<file path="config.mk">
export PLATFORM = sky130hd
export DESIGN_NAME = audio_sample_pacer
export DESIGN_NICKNAME = d
export VERILOG_FILES = /design/src/rtl/audio_pkg.sv /design/src/rtl/sample_tick_gen.sv /design/src/rtl/audio_sample_pacer.sv
export SDC_FILE = /design/constraint.sdc
export NUM_CORES = 1
export LEC_CHECK = 0
export BUFFER_PORTS_ARGS = -buffer_cell sky130_fd_sc_hd__buf_2
export CELL_PAD_IN_SITES_DETAIL_PLACEMENT = 1
export CELL_PAD_IN_SITES_GLOBAL_PLACEMENT = 2
export CORE_MARGIN = 5
export CORE_UTILIZATION = 41
export DETAILED_ROUTE_END_ITERATION = 8
export PLACE_DENSITY = 0.84
export SETUP_SLACK_MARGIN = 0.1
export SYNTH_ARGS = -nofsm -noshare
export SYNTH_HDL_FRONTEND = slang
export SYNTH_SLANG_ARGS = --single-unit
</file>
<file path="constraint.sdc">
create_clock -name clk -period 6.55 [get_ports clk]
set_input_delay 1.965 -clock clk [delete_from_list [all_inputs] [get_ports clk]]
set_output_delay 1.965 -clock clk [all_outputs]
set_load 0.03 [all_outputs]
</file>
<file path="src/rtl/audio_pkg.sv">
// Shared constants and types for the audio sample pacer.
package audio_pkg;

    localparam int unsigned DEFAULT_DIV = 1227;
    localparam int unsigned MIN_DIV     = 2;
    localparam int unsigned SPEED_STEP  = 16;

    typedef enum logic {
        IDLE = 1'b0,
        WAIT = 1'b1
    } fetch_state_t;

endpackage

</file>
<file path="src/rtl/sample_tick_gen.sv">
// Sample-rate divider: clamps the requested end-count and emits a tick every eff_end+1 cycles.
module sample_tick_gen
    import audio_pkg::*;
#(
    parameter int unsigned DIV_W   = 32,
    parameter int unsigned MIN_DIV = audio_pkg::MIN_DIV
) (
    input  logic             clk,
    input  logic             reset_n,
    input  logic             enable,
    input  logic [DIV_W-1:0] clk_div_end,
    output logic             tick
);

    localparam logic [DIV_W-1:0] MIN_END = DIV_W'(MIN_DIV);

    logic [DIV_W-1:0] div_cnt_q;
    logic [DIV_W-1:0] div_cnt_d;
    logic [DIV_W-1:0] eff_end;

    // Compare with >= so a lowered end-count below the running count ticks at once.
    assign eff_end = (clk_div_end < MIN_END) ? MIN_END : clk_div_end;
    assign tick    = enable && (div_cnt_q >= eff_end);

    always_comb begin
        div_cnt_d = div_cnt_q + DIV_W'(1);
        if (!enable || tick) begin
            div_cnt_d = '0;
        end
    end

    always_ff @(posedge clk or negedge reset_n) begin
        if (!reset_n) begin
            div_cnt_q <= '0;
        end else begin
            div_cnt_q <= div_cnt_d;
        end
    end

endmodule

</file>
<file path="src/rtl/audio_sample_pacer.sv">
// Paces 16-bit samples out of prefetched 32-bit words, low half first.
// state | meaning
// IDLE  | no request outstanding
// WAIT  | word_req high, waiting for word_ack
module audio_sample_pacer #(
    parameter int unsigned DIV_W   = 32,
    parameter int unsigned MIN_DIV = audio_pkg::MIN_DIV
) (
    input  logic             clk,
    input  logic             reset_n,
    input  logic [DIV_W-1:0] clk_div_end,
    input  logic             enable,
    output logic             word_req,
    input  logic             word_ack,
    input  logic [31:0]      word_data,
    output logic [15:0]      sample_out,
    output logic             sample_valid,
    output logic             underrun
);
    import audio_pkg::*;

    fetch_state_t state_q, state_d;
    logic [31:0]  cur_q, cur_d, nxt_q, nxt_d;
    logic         cur_v_q, cur_v_d, nxt_v_q, nxt_v_d, half_q, half_d;
    logic [15:0]  sample_q, sample_d;
    logic         valid_q, valid_d, underrun_q, underrun_d;
    logic         tick;
    logic         ack_take;

    sample_tick_gen #(
        .DIV_W   (DIV_W),
        .MIN_DIV (MIN_DIV)
    ) u_tick (
        .clk         (clk),
        .reset_n     (reset_n),
        .enable      (enable),
        .clk_div_end (clk_div_end),
        .tick        (tick)
    );

    assign ack_take = word_ack && (state_q == WAIT);

    always_comb begin
        state_d    = state_q;
        cur_d      = cur_q;
        cur_v_d    = cur_v_q;
        nxt_d      = nxt_q;
        nxt_v_d    = nxt_v_q;
        half_d     = half_q;
        sample_d   = sample_q;
        valid_d    = 1'b0;
        underrun_d = 1'b0;

        if (tick) begin
            if (cur_v_q) begin
                sample_d = half_q ? cur_q[31:16] : cur_q[15:0];
                valid_d  = 1'b1;
                half_d   = ~half_q;
                if (half_q) begin
                    if (nxt_v_q) begin
                        cur_d   = nxt_q;
                        nxt_v_d = 1'b0;
                    end else begin
                        cur_v_d = 1'b0;
                    end
                end
            end else begin
                underrun_d = 1'b1;
            end
        end

        // The tick above is applied first, so an ack landing on the emptying tick refills cur.
        if (ack_take) begin
            if (!cur_v_d) begin
                cur_d   = word_data;
                cur_v_d = 1'b1;
                half_d  = 1'b0;
            end else begin
                nxt_d   = word_data;
                nxt_v_d = 1'b1;
            end
        end

        case (state_q)
            IDLE:    if (enable && !nxt_v_q) state_d = WAIT;
            WAIT:    if (word_ack) state_d = IDLE;
            default: state_d = IDLE;
        endcase
    end

    always_ff @(posedge clk or negedge reset_n) begin
        if (!reset_n) begin
            state_q    <= IDLE;
            cur_q      <= '0;
            cur_v_q    <= 1'b0;
            nxt_q      <= '0;
            nxt_v_q    <= 1'b0;
            half_q     <= 1'b0;
            sample_q   <= '0;
            valid_q    <= 1'b0;
            underrun_q <= 1'b0;
        end else begin
            state_q    <= state_d;
            cur_q      <= cur_d;
            cur_v_q    <= cur_v_d;
            nxt_q      <= nxt_d;
            nxt_v_q    <= nxt_v_d;
            half_q     <= half_d;
            sample_q   <= sample_d;
            valid_q    <= valid_d;
            underrun_q <= underrun_d;
        end
    end

    assign word_req     = (state_q == WAIT);
    assign sample_out   = sample_q;
    assign sample_valid = valid_q;
    assign underrun     = underrun_q;

endmodule

</file>
==> impl_metrics.py <==
metrics = {
    "global_route": {
        "grt_overflow": 0,
        "antenna_found_initial": 3,
        "grt_pass1_vias": 4976,
        "grt_pass1_wl_mm": 24.84,
        "grt_usage_pct": 17.67,
        "grt_max_degree": 76,
    },
    "worst_setup_path": {
        "cp-startpoint": "clk_div_end[16]",
        "timing.rr.end": "nxt_q[26]",
        "reg2regPathDepth": 9,
        "slowest_stage": "nand4_2",
        "cp_num_buf_inv": 2,
        "crit_chain": "buf_2, nor4_1, nand4_1, nor2_1, nor2b_1, ha_1, nand2b_1, a2111oi_0, o32a_1, a21oi_2, o2111ai_2, nand4_2, buf_4, mux2_2",
        "worstSetupStartpointType": "input pin",
        "arrival_ps": 5610,
        "cp_top_family": "simple AND/OR/NAND/NOR gates",
        "cp.required_ps": 6840,
        "critical_path_class": "in2reg",
        "rrSetupSlack_ps": 2850,
        "worst_setup_path_end_kind": "flop",
        "rr_startpoint": "u_tick.div_cnt_q[14]",
        "max_stage_delay_ps": 540,
        "worst-path-max-fanout": 18,
    },
    "power": {
        "p_int_w": 0.001825,
        "ir_drop_v": 0.0002152,
        "p_comb_share_pct": 18.5,
        "pwr-share-clk_pct": 38.0,
        "power.density_mw_per_mm2": 336.6,
        "p_switching_w": 0.0006290,
        "p_leak_nw": 3.518,
        "p_seq_share_pct": 43.4,
        "p_total_w": 0.002454,
        "sw_frac_of_total_pct": 25.63,
    },
    "floorplanning": {
        "die_x_um": 131.9,
        "rows": 44,
        "die_area_sq_mm": 0.01740,
        "fp.coreArea_sq_mm": 0.01453,
        "die_h_um": 131.9,
        "start_util_pct": 41.93,
        "pin_count": 87,
    },
    "timing": {
        "rsz0062_at_grt": "false",
        "slew_headroom_pct": 22.95,
        "fin_skew_ps": 6.586,
        "finalCriticalPeriod_ps": 5317,
        "setup_viol": 0,
        "drv_slew": 0,
        "fin_setup_tns_ps": 0,
        "fmax_mhz": 188.1,
        "tightest_slew_ps": 1156,
        "hold_viol": 0,
        "fin_crit_sh_pct": 81.18,
        "finalWorstSetupSlack_ps": 1233,
    },
    "finish": {
        "multiInputGateArea_sq_mm": 0.002898,
        "area_growth_pct": 19.65,
        "diodes": 0,
        "drive_gt1_share_pct": 33.96,
        "register_area_sq_mm": 0.002953,
        "fin_area_sq_mm": 0.007292,
        "n_fill_cell": 1580,
        "final_nets": 732,
    },
    "drt": {
        "drtAntennaViolNets": 0,
        "drc_errors": 0,
        "dr_total_vias": 4399,
        "wire_per_inst_um": 17.67,
        "drt_iter0_markers": 136,
        "vias_per_cell": 5.326,
        "drt_wl_total_mm": 14.60,
        "drt_first_pass_iters": 4,
    },
    "clock_tree": {
        "cts_tree": "built",
        "htree_levels": 4,
        "post_cts_buffers": 0,
        "ctsHoldBuffers": 0,
        "cts_resized": 0,
        "cts.sinks": 118,
        "clk_pin_slew_ps": 50,
        "clockBufferDepth": 2,
        "clock-root-buffer": "clkbuf_16",
        "clock_latency_ps": 410,
        "numCtsBuffers": 17,
    },
    "place": {
        "hpwl_mm": 10.45,
        "io_buffers": 86,
        "gp_congestion": 0.7738,
        "place_area_sq_mm": 0.006698,
        "dp_slack_ps": 742.1,
    },
    "yosys": {
        "synthFlopType": "dfrtp_1",
        "synth_cell_types": 40,
        "synth.area.top_cells": "dfrtp_1 48%, mux2_2 17%, ha_1 6.8%",
        "syn_area_per_cell_sq_um": 11.31,
        "async_reset_ff_share_pct": 100.0,
        "synth-edff-count": 0,
        "yosysWarnings": 0,
        "ys_seq_elements": 118,
        "netlist_area_sq_mm": 0.006095,
        "syn_inst": 539,
        "synth_top_area_share_pct": 48.45,
        "yosysMostFrequentCell": "dfrtp_1",
        "synth_fp_nets": 640,
        "synth_common_cells": "118 x dfrtp_1, 92 x mux2_2, 43 x nor2_1, 39 x inv_1, 34 x nand2_1",
        "yosysTopAreaCell": "dfrtp_1",
        "ys_seq_area_share_pct": 48.45,
    },
    "worst_hold_path": {
        "hold_depth": 2,
        "hold_end": "sample_out[7]",
        "worstHoldStart": "sample_out[7]",
        "worstHoldPathType": "reg2reg",
    },
    "outcome": {
        "status": "finished clean",
    },
    "job": {
        "cap_violations": 0,
    },
}
==> flip-flops by register name, summed over array words and instances (netlist names), 16 cells and up <==
register          flops
sample_out           16
cur_q                32
u_tick.div_cnt_q     32
nxt_q                32
==> placed cells by master (no fill, tap or decap), types with 2 or more instances in the layout <==
cell type | netlist | layout
and3_1 | 8 | 8
buf_2 | 3 | 85
mux2i_1 | 17 | 17
or4_1 | 2 | 2
ha_1 | 33 | 33
nor2_1 | 43 | 43
nand3_1 | 17 | 17
dfrtp_1 | 118 | 118
xor2_1 | 15 | 15
mux2_2 | 92 | 92
nor4_1 | 9 | 9
xnor2_1 | 15 | 15
o21a_1 | 2 | 2
o21ai_0 | 22 | 22
mux2_1 | 4 | 4
a21oi_1 | 15 | 15
nand2b_1 | 2 | 2
inv_1 | 39 | 39
bufinv_16 | 0 | 3
nand4_1 | 13 | 13
clkbuf_16 | 0 | 17
buf_4 | 3 | 6
clkinvlp_4 | 0 | 5
nor3_1 | 5 | 5
nand2_1 | 34 | 34
clkinv_2 | 0 | 2
==> power by group through the flow <==
stage | Clock [W] | Combinational (W) | Sequential [W]
floorplan | 0 | 0.000366 | 0.00102
global placement | 0 | 0.000428 | 0.00106
detailed placement | 0 | 0.000463 | 0.00108
CTS | 0.000959 | 0.000467 | 0.00107
global route | 0.000994 | 0.000513 | 0.00109
finish | 0.000934 | 0.000455 | 0.00107
==> metal layers <==
metal | wire (um) | GRT usage, %
met4 | 308 | 6.571
met1 | 6306 | 21.17
met3 | 723 | 6.260
met5 | 47 | 0
met2 | 7208 | 29.28
==> kinds of logic (layout without fill, tap and decap cells) <==
family,count (synthesis),in the layout,synth area share (%)
AND/OR/NAND/NOR,139,139,10.86
buffers and inverters,57,160,4.126
multiplexers,113,113,20.53
XOR/XNOR,30,30,4.311
adder cells (fa/ha/maj),33,33,6.775
flip-flops,118,118,48.45
AO/OA/AOI/OAI,49,49,4.948
==> cell type report <==
class | count | area share [%]
multi-input combinational | 364 | 39.74
timing repair buffer | 91 | 6.452
clock inverter | 12 | 2.128
inverter | 39 | 2.008
sequential | 118 | 40.49
clock buffer | 18 | 6.023
tap | 184 | 3.157
==> through the flow <==
step / hold WS (ps) / instances / util (%)
after detailed placement: 470.0 / 796 / 46.08
after global placement: 459.0 / 796 / 46.08
after floorplan: 471.7 / 539 / -
final: 478.3 / 826 / 50.17
after global routing: 516.8 / 826 / 50.17
after CTS: 488.9 / 826 / 50.17
==> worst register-to-register path, cell delays in order (launching register included) <==
cell       delay, ps
dfrtp_1          430
ha_1             330
nand4_1          170
or4_1            580
o32a_1           320
a21oi_2          300
o2111ai_2        220
nand4_2          500
buf_4            370
mux2_2           380
==> worst max path at each step <==
stage               slack (ps)  cells past startpoint   endpoint
detailed placement         740                     14   nxt_q[6]
CTS                       1220                     14  nxt_q[22]
finish                    1230                     14  nxt_q[26]
floorplan                 1850                     13  cur_q[11]
global placement           800                     14  nxt_q[25]
global route              1000                     14  nxt_q[30]
Power figures use the tool's default switching activity.
